### config.mk
export PLATFORM = sky130hd
export DESIGN_NAME = fp_mul_pipe
export DESIGN_NICKNAME = d
export VERILOG_FILES = /design/src/rtl/fp_mul_pkg.sv /design/src/rtl/fp_mul_round.sv /design/src/rtl/fp_mul_pipe.sv
export SDC_FILE = /design/constraint.sdc
export NUM_CORES = 2
export LEC_CHECK = 0
export BUFFER_PORTS_ARGS = -buffer_cell sky130_fd_sc_hd__buf_2
export CORE_UTILIZATION = 35
export DETAILED_ROUTE_END_ITERATION = 8
export PLACE_DENSITY = 0.53
export SKIP_CTS_REPAIR_TIMING = 1
export SLEW_MARGIN = 25
export SYNTH_ARGS = -nofsm -noshare
export SYNTH_HDL_FRONTEND = slang
export SYNTH_SLANG_ARGS = --single-unit
### constraint.sdc
create_clock -name clk -period 7.83 [get_ports clk]
set_input_delay 1.566 -clock clk [delete_from_list [all_inputs] [get_ports clk]]
set_output_delay 1.566 -clock clk [all_outputs]
set_load 0.01 [all_outputs]
### src/rtl/fp_mul_pkg.sv
// Shared types, flag bit positions and format helpers for the pipelined FP multiplier.
// Used by fp_mul_pipe and fp_mul_round.
package fp_mul_pkg;

    typedef enum logic [2:0] {
        FP_ZERO,
        FP_SUB,
        FP_NORM,
        FP_INF,
        FP_NAN
    } fp_class_e;

    // Result override decided at unpack time and carried down the pipe
    typedef enum logic [1:0] {
        SPC_NONE,
        SPC_ZERO,
        SPC_INF,
        SPC_NAN
    } fp_special_e;

    localparam int FLAG_W         = 4;
    localparam int FLAG_INEXACT   = 0;
    localparam int FLAG_UNDERFLOW = 1;
    localparam int FLAG_OVERFLOW  = 2;
    localparam int FLAG_INVALID   = 3;

    localparam int QNAN_MAX_W = 128;

    function automatic int bias(input int exp_w);
        return (1 << (exp_w - 1)) - 1;
    endfunction

    // Canonical quiet NaN: sign 0, exponent all ones, fraction MSB only
    function automatic logic [QNAN_MAX_W-1:0] qnan(input int exp_w, input int man_w);
        logic [QNAN_MAX_W-1:0] q;
        q = (((QNAN_MAX_W'(1) << exp_w) - QNAN_MAX_W'(1)) << man_w)
            | (QNAN_MAX_W'(1) << (man_w - 1));
        return q;
    endfunction

endpackage

### src/rtl/fp_mul_round.sv
// Final-stage combinational logic: normalise, round-to-nearest-even, renormalise,
// overflow/underflow detection, special-case override and packing.
module fp_mul_round import fp_mul_pkg::*; #(
    parameter int EXP_W = 8,
    parameter int MAN_W = 23
) (
    input  logic                       sign,
    input  logic signed [EXP_W+1:0]    exp_sum,
    input  logic [2*MAN_W+1:0]         prod,
    input  fp_special_e                special,
    input  logic                       invalid,
    output logic [EXP_W+MAN_W:0]       result,
    output logic [FLAG_W-1:0]          flags
);

    localparam int W  = 1 + EXP_W + MAN_W;
    localparam int PW = 2 * MAN_W + 2;
    localparam int XW = EXP_W + 2;
    localparam logic [QNAN_MAX_W-1:0] QNAN_FULL = qnan(EXP_W, MAN_W);
    localparam logic [W-1:0]          QNAN      = QNAN_FULL[W-1:0];
    localparam logic signed [XW-1:0]  MAX_EXP   = XW'((1 << EXP_W) - 1);

    function automatic logic rne_up(input logic lsb, input logic g, input logic r,
                                    input logic s);
        return g & (r | s | lsb);
    endfunction

    logic                   msb;
    logic [PW-1:0]          norm;
    logic signed [XW-1:0]   exp_n;
    logic signed [XW-1:0]   exp_r;
    logic [MAN_W:0]         mant;
    logic                   g_bit;
    logic                   r_bit;
    logic                   s_bit;
    logic [MAN_W+1:0]       mant_r;
    logic                   carry;
    logic [MAN_W-1:0]       frac;
    logic                   overflow;
    logic                   underflow;

    // Product lies in [1,4): a set MSB means one right shift and exponent +1
    assign msb    = prod[PW-1];
    assign norm   = msb ? prod : (prod << 1);
    assign exp_n  = exp_sum + $signed({{(XW-1){1'b0}}, msb});
    assign mant   = norm[PW-1:MAN_W+1];
    assign g_bit  = norm[MAN_W];
    assign r_bit  = norm[MAN_W-1];
    assign s_bit  = |norm[MAN_W-2:0];
    assign mant_r = {1'b0, mant} + {{(MAN_W+1){1'b0}}, rne_up(mant[0], g_bit, r_bit, s_bit)};
    assign carry  = mant_r[MAN_W+1];
    assign frac   = carry ? mant_r[MAN_W:1] : mant_r[MAN_W-1:0];
    assign exp_r  = exp_n + $signed({{(XW-1){1'b0}}, carry});

    assign overflow  = (exp_r >= MAX_EXP);
    assign underflow = exp_r[XW-1] || (exp_r == '0);

    always_comb begin
        result = {sign, exp_r[EXP_W-1:0], frac};
        flags  = '0;
        flags[FLAG_INEXACT] = g_bit | r_bit | s_bit;
        case (special)
            SPC_NAN: begin
                result = QNAN;
                flags  = '0;
                flags[FLAG_INVALID] = invalid;
            end
            SPC_INF: begin
                result = {sign, {EXP_W{1'b1}}, {MAN_W{1'b0}}};
                flags  = '0;
            end
            SPC_ZERO: begin
                result = {sign, {(EXP_W+MAN_W){1'b0}}};
                flags  = '0;
            end
            default: begin
                if (overflow) begin
                    result = {sign, {EXP_W{1'b1}}, {MAN_W{1'b0}}};
                    flags[FLAG_OVERFLOW] = 1'b1;
                    flags[FLAG_INEXACT]  = 1'b1;
                end else if (underflow) begin
                    result = {sign, {(EXP_W+MAN_W){1'b0}}};
                    flags[FLAG_UNDERFLOW] = 1'b1;
                    flags[FLAG_INEXACT]   = 1'b1;
                end
            end
        endcase
    end

endmodule

### src/rtl/fp_mul_pipe.sv
// Pipelined IEEE-754-style multiplier with valid/ready flow control, RNE, DAZ/FTZ and tag.
// Define FPMUL_FLAGS_EN to add the {invalid,overflow,underflow,inexact} flags port.
module fp_mul_pipe import fp_mul_pkg::*; #(
    parameter int EXP_W  = 8,
    parameter int MAN_W  = 23,
    parameter int STAGES = 3,
    parameter int TAG_W  = 4
) (
    input  logic                     clk,
    input  logic                     rst,
    input  logic                     in_valid,
    output logic                     in_ready,
    input  logic [EXP_W+MAN_W:0]     a,
    input  logic [EXP_W+MAN_W:0]     b,
    input  logic [TAG_W-1:0]         in_tag,
    output logic                     out_valid,
    input  logic                     out_ready,
    output logic [EXP_W+MAN_W:0]     result,
    output logic [TAG_W-1:0]         out_tag
`ifdef FPMUL_FLAGS_EN
    ,
    output logic [FLAG_W-1:0]        flags
`endif
);

    localparam int W      = 1 + EXP_W + MAN_W;
    localparam int PW     = 2 * MAN_W + 2;
    localparam int XW     = EXP_W + 2;
    localparam int SLICES = STAGES - 2;
    localparam int BIAS_I = bias(EXP_W);
    localparam logic signed [XW-1:0] BIAS = XW'(BIAS_I);

    function automatic fp_class_e classify(input logic [EXP_W-1:0] e, input logic [MAN_W-1:0] f);
        if (e == '0)
            return (f == '0) ? FP_ZERO : FP_SUB;
        if (&e)
            return (f == '0) ? FP_INF : FP_NAN;
        return FP_NORM;
    endfunction

    logic advance;
    assign advance  = !out_valid || out_ready;
    assign in_ready = advance;

    logic                  sign_a, sign_b;
    logic [EXP_W-1:0]      exp_a, exp_b;
    logic [MAN_W-1:0]      frac_a, frac_b;
    fp_class_e             cls_a, cls_b;
    logic                  zero_a, zero_b, inf_a, inf_b, nan_any, inf_zero, snan_any;
    fp_special_e           spc_c;
    logic                  invalid_c;
    logic signed [XW-1:0]  exp_sum_c;

    assign {sign_a, exp_a, frac_a} = a;
    assign {sign_b, exp_b, frac_b} = b;
    assign cls_a = classify(exp_a, frac_a);
    assign cls_b = classify(exp_b, frac_b);

    // Subnormals are treated as zero everywhere, including inf*subnormal
    assign zero_a    = (cls_a == FP_ZERO) || (cls_a == FP_SUB);
    assign zero_b    = (cls_b == FP_ZERO) || (cls_b == FP_SUB);
    assign inf_a     = (cls_a == FP_INF);
    assign inf_b     = (cls_b == FP_INF);
    assign nan_any   = (cls_a == FP_NAN) || (cls_b == FP_NAN);
    assign inf_zero  = (inf_a && zero_b) || (zero_a && inf_b);
    assign snan_any  = ((cls_a == FP_NAN) && !frac_a[MAN_W-1]) ||
                       ((cls_b == FP_NAN) && !frac_b[MAN_W-1]);
    assign invalid_c = snan_any || inf_zero;
    assign exp_sum_c = $signed({2'b00, exp_a}) + $signed({2'b00, exp_b}) - BIAS;

    always_comb begin
        spc_c = SPC_NONE;
        if (nan_any || inf_zero)
            spc_c = SPC_NAN;
        else if (inf_a || inf_b)
            spc_c = SPC_INF;
        else if (zero_a || zero_b)
            spc_c = SPC_ZERO;
    end

    // ---- stage 1 registers: unpacked operands and classification ----
    logic                  vld_p0;
    logic                  sign_p0;
    logic signed [XW-1:0]  exp_p0;
    logic [MAN_W:0]        man_a_p0, man_b_p0;
    fp_special_e           spc_p0;
    logic [TAG_W-1:0]      tag_p0;

    // ---- stage 2 (product) and extra register slices ----
    logic [SLICES-1:0]     vld_p1;
    logic [PW-1:0]         prod_p1 [SLICES];
    logic                  sign_p1 [SLICES];
    logic signed [XW-1:0]  exp_p1  [SLICES];
    fp_special_e           spc_p1  [SLICES];
    logic [TAG_W-1:0]      tag_p1  [SLICES];

    logic [PW-1:0]         prod_c;
    assign prod_c = PW'(man_a_p0) * PW'(man_b_p0);

    always_ff @(posedge clk or negedge rst) begin
        if (!rst) begin
            vld_p0 <= 1'b0;
            vld_p1 <= '0;
        end else if (advance) begin
            vld_p0    <= in_valid;
            vld_p1[0] <= vld_p0;
            for (int k = 1; k < SLICES; k++)
                vld_p1[k] <= vld_p1[k-1];
        end
    end

    always_ff @(posedge clk) begin
        if (advance) begin
            sign_p0    <= sign_a ^ sign_b;
            exp_p0     <= exp_sum_c;
            man_a_p0   <= {1'b1, frac_a};
            man_b_p0   <= {1'b1, frac_b};
            spc_p0     <= spc_c;
            tag_p0     <= in_tag;
            prod_p1[0] <= prod_c;
            sign_p1[0] <= sign_p0;
            exp_p1[0]  <= exp_p0;
            spc_p1[0]  <= spc_p0;
            tag_p1[0]  <= tag_p0;
            for (int k = 1; k < SLICES; k++) begin
                prod_p1[k] <= prod_p1[k-1];
                sign_p1[k] <= sign_p1[k-1];
                exp_p1[k]  <= exp_p1[k-1];
                spc_p1[k]  <= spc_p1[k-1];
                tag_p1[k]  <= tag_p1[k-1];
            end
        end
    end

    logic                  inv_last;
    logic [W-1:0]          round_result;
    logic [FLAG_W-1:0]     round_flags;

`ifdef FPMUL_FLAGS_EN
    logic                  inv_p0;
    logic                  inv_p1 [SLICES];

    always_ff @(posedge clk) begin
        if (advance) begin
            inv_p0    <= invalid_c;
            inv_p1[0] <= inv_p0;
            for (int k = 1; k < SLICES; k++)
                inv_p1[k] <= inv_p1[k-1];
        end
    end

    assign inv_last = inv_p1[SLICES-1];

    always_ff @(posedge clk or negedge rst) begin
        if (!rst)
            flags <= '0;
        else if (advance)
            flags <= round_flags;
    end
`else
    logic unused_flag_bits;
    assign unused_flag_bits = ^{invalid_c, round_flags};
    assign inv_last = 1'b0;
`endif

    fp_mul_round #(
        .EXP_W (EXP_W),
        .MAN_W (MAN_W)
    ) u_round (
        .sign    (sign_p1[SLICES-1]),
        .exp_sum (exp_p1[SLICES-1]),
        .prod    (prod_p1[SLICES-1]),
        .special (spc_p1[SLICES-1]),
        .invalid (inv_last),
        .result  (round_result),
        .flags   (round_flags)
    );

    // ---- final stage: rounded, packed output register ----
    always_ff @(posedge clk or negedge rst) begin
        if (!rst) begin
            out_valid <= 1'b0;
            result    <= '0;
            out_tag   <= '0;
        end else if (advance) begin
            out_valid <= vld_p1[SLICES-1];
            result    <= round_result;
            out_tag   <= tag_p1[SLICES-1];
        end
    end

endmodule

Yosys cells after proc, flatten, opt, wreduce, memory -nomap -nowiden
Memory sizes are Yosys's and may differ from the RTL's. A register that Yosys moved wholly into a read port is not among the register bits.
Index checks and enable logic that the tools add are counted.
- $mul: 1
- muxes and demuxes: 27
- bitwise gates (word level): 4
- reduce and logical (&&, ||, !) cells: 24
- add/subtract/negate cells: 5
- equal/unequal tests: 9
- magnitude comparators: 1
- operator list (kind ; count):
    $pmux 32 s3 ; 1
    $mux 31 ; 2
    $mul 24x24->48 ; 1
    $mux 48 ; 1
    $logic_not 23->1 ; 2
    $mux 3 ; 10
    $add 24x1->25 ; 1
    $mux 23 ; 1
    $reduce_or 22->1 ; 1
    $add 10x2->10 ; 2
    $logic_not 8->1 ; 2
    $reduce_and 8->1 ; 2
    $mux 1 ; 12
    $ge 10x9->1 const B ; 1
    $logic_not 10->1 ; 1
    $sub 9x7->10 const B ; 1
    $add 8x8->9 ; 1
    $logic_or 1x1->1 ; 9
    $eq 3x1->1 const B ; 2
    $eq 3x2->1 const B ; 2
    $eq 3x3->1 const B ; 2
    $logic_not 3->1 ; 2
    $eq 2x2->1 const B ; 2
    $eq 2x1->1 const B ; 1
    6 further kinds ; 9
- register bits: 98
- memories kept: 5
- output and inout bits: 38
- memory bits (writable): 65
- input bits: 72
- word-level logic and storage cells: 87
- memory list (memory ; depth ; width ; read ports ; clocked after memory_dff ; wr ports ; line ; source):
    prod_p1 ; 1 ; 48 ; 1 ; 0 ; 1 ; fp_mul_pipe.sv:91 ; logic [PW-1:0] prod_p1 [SLICES];
    exp_p1 ; 1 ; 10 ; 1 ; 0 ; 1 ; fp_mul_pipe.sv:93 ; logic signed [XW-1:0] exp_p1 [SLICES];
    tag_p1 ; 1 ; 4 ; 1 ; 1 ; 1 ; fp_mul_pipe.sv:95 ; logic [TAG_W-1:0] tag_p1 [SLICES];
    spc_p1 ; 1 ; 2 ; 1 ; 0 ; 1 ; fp_mul_pipe.sv:94 ; fp_special_e spc_p1 [SLICES];
    sign_p1 ; 1 ; 1 ; 1 ; 0 ; 1 ; fp_mul_pipe.sv:92 ; logic sign_p1 [SLICES];

Longest topological paths before layout
An unclocked memory read counts as a cell.
- word-level depth: 13
- depth in mapped cells: 28
- gate-level depth less buffers: 25

By module
Synthesis repeated with hierarchy kept, for this count alone.
- cells, all modules: 2723
- area, all modules: 26539.2 sq um
- modules (own cells, without submodules) (module ; times used ; cells an instance ; area an instance (sq um)):
    fp_mul_pipe ; 1 ; 2436 ; 24618.6
    fp_mul_round ; 1 ; 287 ; 1920.6

Worst setup path before layout
OpenSTA, ideal clock, no wires.
- path kind: input -> output
- from: input out_ready
- to: output in_ready
- path slack: 619 ps
- stages on the path: 4
- arrival: 5645 ps
- path buffers: 2
- cell sequence: nor2b_1 -> clkbuf_1 -> inv_1 -> clkbuf_1
- longest elaborated chain between the ends: 1
- ends and longest elaborated chain (item ; line ; source):
    start: declaration ; fp_mul_pipe.sv:17 ; input logic out_ready,
    $logic_or 1x1->1 ; fp_mul_pipe.sv:42 ; assign advance = !out_valid || out_ready;
    end: declaration ; fp_mul_pipe.sv:12 ; output logic in_ready,
Every way passes these cells.

Worst setup path in the final report
- from: register man_b_p0[1]
- to: memory prod_p1[0][47] (netlist bit) (data pin)
- longest elaborated chain between the ends: 1
- ends and longest elaborated chain (item ; line ; source):
    start: declaration ; fp_mul_pipe.sv:85 ; logic [MAN_W:0] man_a_p0, man_b_p0;
    start signal: assignment ; fp_mul_pipe.sv:117 ; man_b_p0 <= {1'b1, frac_b};
    $mul 24x24->48 ; fp_mul_pipe.sv:98 ; assign prod_c = PW'(man_a_p0) * PW'(man_b_p0);
    net prod_c[47] ; fp_mul_pipe.sv:97 ; logic [PW-1:0] prod_c;
    end: declaration ; fp_mul_pipe.sv:91 ;
The timed path passes the listed nets, and every way through them passes these cells.

==> results.tsv <==
metric	value	unit
clk_latency	0.49	ns
syn_avg_cell_area	9.560	um^2
die-height	274.9	um
h-tree-depth	4	
rows	99	
period_minus_slack	7.501	ns
dieArea	0.07558	mm^2
cts_made_buffers	17	
cts_buffer_depth	2	
num-nets-final	3589	
arrival	7.72	ns
fp.dieW	274.9	um
clock_sinks	167	
slew_headroom	35.89	%
synthArstFlopShare	23.35	%
dr_total_vias	18670	
boundaryPins	110	
wl_per_cell	19.76	um
drt_pass1_iterations	7	
drt_iter0_drc	1566	
tightest_slew	0.9617	ns
start_util	35.55	%
status	complete, but fails checks	
synth_edf_count	128	
syn_inst	2727	
grt_pass1_wl	117.9	mm
place.gp.congestion	0.9031	
grt.overflow.total	0	
post-route-period-util	95.80	%
syn2layout_area_growth	11.21	%
syn_area	0.02607	mm^2
hpwlAfterDp	61.69	mm
path_max_fanout	16	
antenna_found_initial	4	
worstSetupStartpointType	register	
yosysUniqueCellTypes	63	
fin_hold_ws	0.4156	ns
cts_tree	built	
ys_ff_latch	167	
grt_max_degree	96	
vias_per_cell	4.889	
syn_nets	3474	
coreArea	0.07333	mm^2
setup_violations	0	
fin_skew	0.01604	ns
grt_pass1_vias	19930	
buffer_ports.inserted	109	
synth_flop_cell	edfxtp_1	
cp_data_required_time	8.05	ns
ys_warn_count	0	
track_usage	20.86	%
fmax	0.1333	GHz
ys_seq_area_share	18.49	%
drc	36	
hold_path_class	register to register	
cts.clk_slew.worst_paths	0.07	ns
drt.antenna.violating_nets	0	
hold_viol	0	
maxCapViolCount	0	
violations	design-rule violations	
end_kind	register	
cts_root_buf	clkbuf_16	
drive_above_1_share	9.597	%
slew_viol_final	0	
wirelength	75.43	mm
path_class	register to register	
-- layout make-up --
type / instances / area, um^2
Antenna cell: 4 / 10.01
Clock inverter: 15 / 177.7
Tap cell: 959 / 1200
Multi-Input combinational cell: 1827 / 18510
Timing Repair Buffer: 220 / 1558
Fill cell: 7334 / 44340
Sequential cell: 167 / 4820
Clock buffer: 17 / 425.4
Inverter: 609 / 2295
-- per-stage QoR --
stage          utilization [%]  setup WS (ns)  instance area, um^2  setup TNS (ns)  std cells
3_5_place_dp             38.30         0.2495                28090               0       3759
6_report                 39.54         0.3289                28990               0       3818
5_1_grt                  39.52     -0.0002647                28980      -0.0002647       3814
4_1_cts                  39.12         0.2068                28690               0       3791
3_3_place_gp             38.28         0.3068                28070               0       3759
2_1_floorplan                -         0.6190                26070               0       2727
-- worst max-delay path: stages, from the launching register on --
cell      delay [ns]
edfxtp_1        0.86
and2_1          0.25
fa_1            0.46
fa_1            0.57
inv_1           0.06
fa_1            0.51
fa_1            0.53
inv_1           0.07
fa_1            0.46
fa_1            0.54
inv_1           0.06
fa_1            0.47
inv_1           0.05
ha_1            0.37
a21oi_1         0.22
o21ai_0         0.25
a21oi_1         0.20
o21ai_0         0.13
a31oi_1         0.27
nand2_1         0.14
a211oi_1        0.40
a311o_1         0.24
o311ai_0        0.12
-- cells by family after synthesis --
family	count (synthesis)	synth area share, %
flip-flops	167	18.49
adder cells (fa/ha/maj)	675	46.33
multiplexers	15	0.5903
AO/OA/AOI/OAI	231	5.658
XOR/XNOR	87	2.923
AND/OR/NAND/NOR	819	15.43
buffers and inverters	733	10.58
-- synthesized netlist by cell type, types with 4 or more instances --
library cell  count  area (um^2)
xor2_1           41        359.1
buf_2             6        30.03
a211oi_1          6        45.04
nor4_1           19        118.9
nand3_1          37        185.2
nor3_1           10        50.05
a21oi_1          77        385.4
nor3b_1           5        37.54
and2_1          254         1589
xnor2_1          46        402.9
a31oi_1           8        50.05
nand2_1         352         1321
and4_1            5        43.79
dfrtp_1          39        975.9
a31o_2            4        35.03
edfxtp_1        128         3844
fa_1            484         9689
a21o_1           24        180.2
a22o_1           12        105.1
nor2_1           82        307.8
o21bai_1         10        75.07
mux2i_1          12        120.1
nand2b_1          9        56.30
and3_1            8        50.05
inv_1           607         2278
nor2b_1          14        87.58
a41oi_1           5        43.79
nand4_1          17        106.4
o21ai_0          51        255.2
clkbuf_1        117        439.2
ha_1            191         2390
-- placed cells by master (no fill, tap or decap), drive strengths merged, types with 19 or more instances in the layout --
master,count
a21o,24
a21oi,77
and2,254
buf,220
dfrtp,39
edfxtp,128
fa,484
ha,191
inv,615
nand2,352
nand3,37
nor2,83
nor4,19
o21ai,55
xnor2,46
xor2,41
-- sequential cells by signal, indices dropped and copies added, names as in the netlist, 2 cells and up --
name      count
exp_p1       10
tag_p0        4
spc_p1        2
man_a_p0     23
tag_p1        4
man_b_p0     23
spc_p0        2
exp_p0       10
out_tag       4
result       32
prod_p1      48
-- metal layers --
layer	vias to the layer above	part of all wire (%)	global-route usage [%]
li1	8538	-	-
met5	-	0	0
met4	0	2.5	5.641
met2	532	46	33.56
met3	89	6.0	3.116
met1	9506	46	29.24
-- final timing paths --
| kind | from | end | slack, ns | cells past startpoint |
|---|---|---|---|---|
| hold / removal | exp_p0[1] | exp_p1[0][1] | 0.42 | 0 |
| setup / recovery | man_b_p0[1] | prod_p1[0][47] | 0.33 | 22 |
| max in group asynchronous | rst | result[28] | 6.09 | 1 |
| hold reg to reg | exp_p0[1] | exp_p1[0][1] | 0.42 | 0 |
| setup reg to reg | man_b_p0[1] | prod_p1[0][47] | 0.33 | 22 |
| min in group asynchronous | rst | out_tag[2] | 1.18 | 1 |
Power is left out: the tool's default activity adds up to more than one toggle a clock period on the data nets, which glitch-free logic cannot reach.
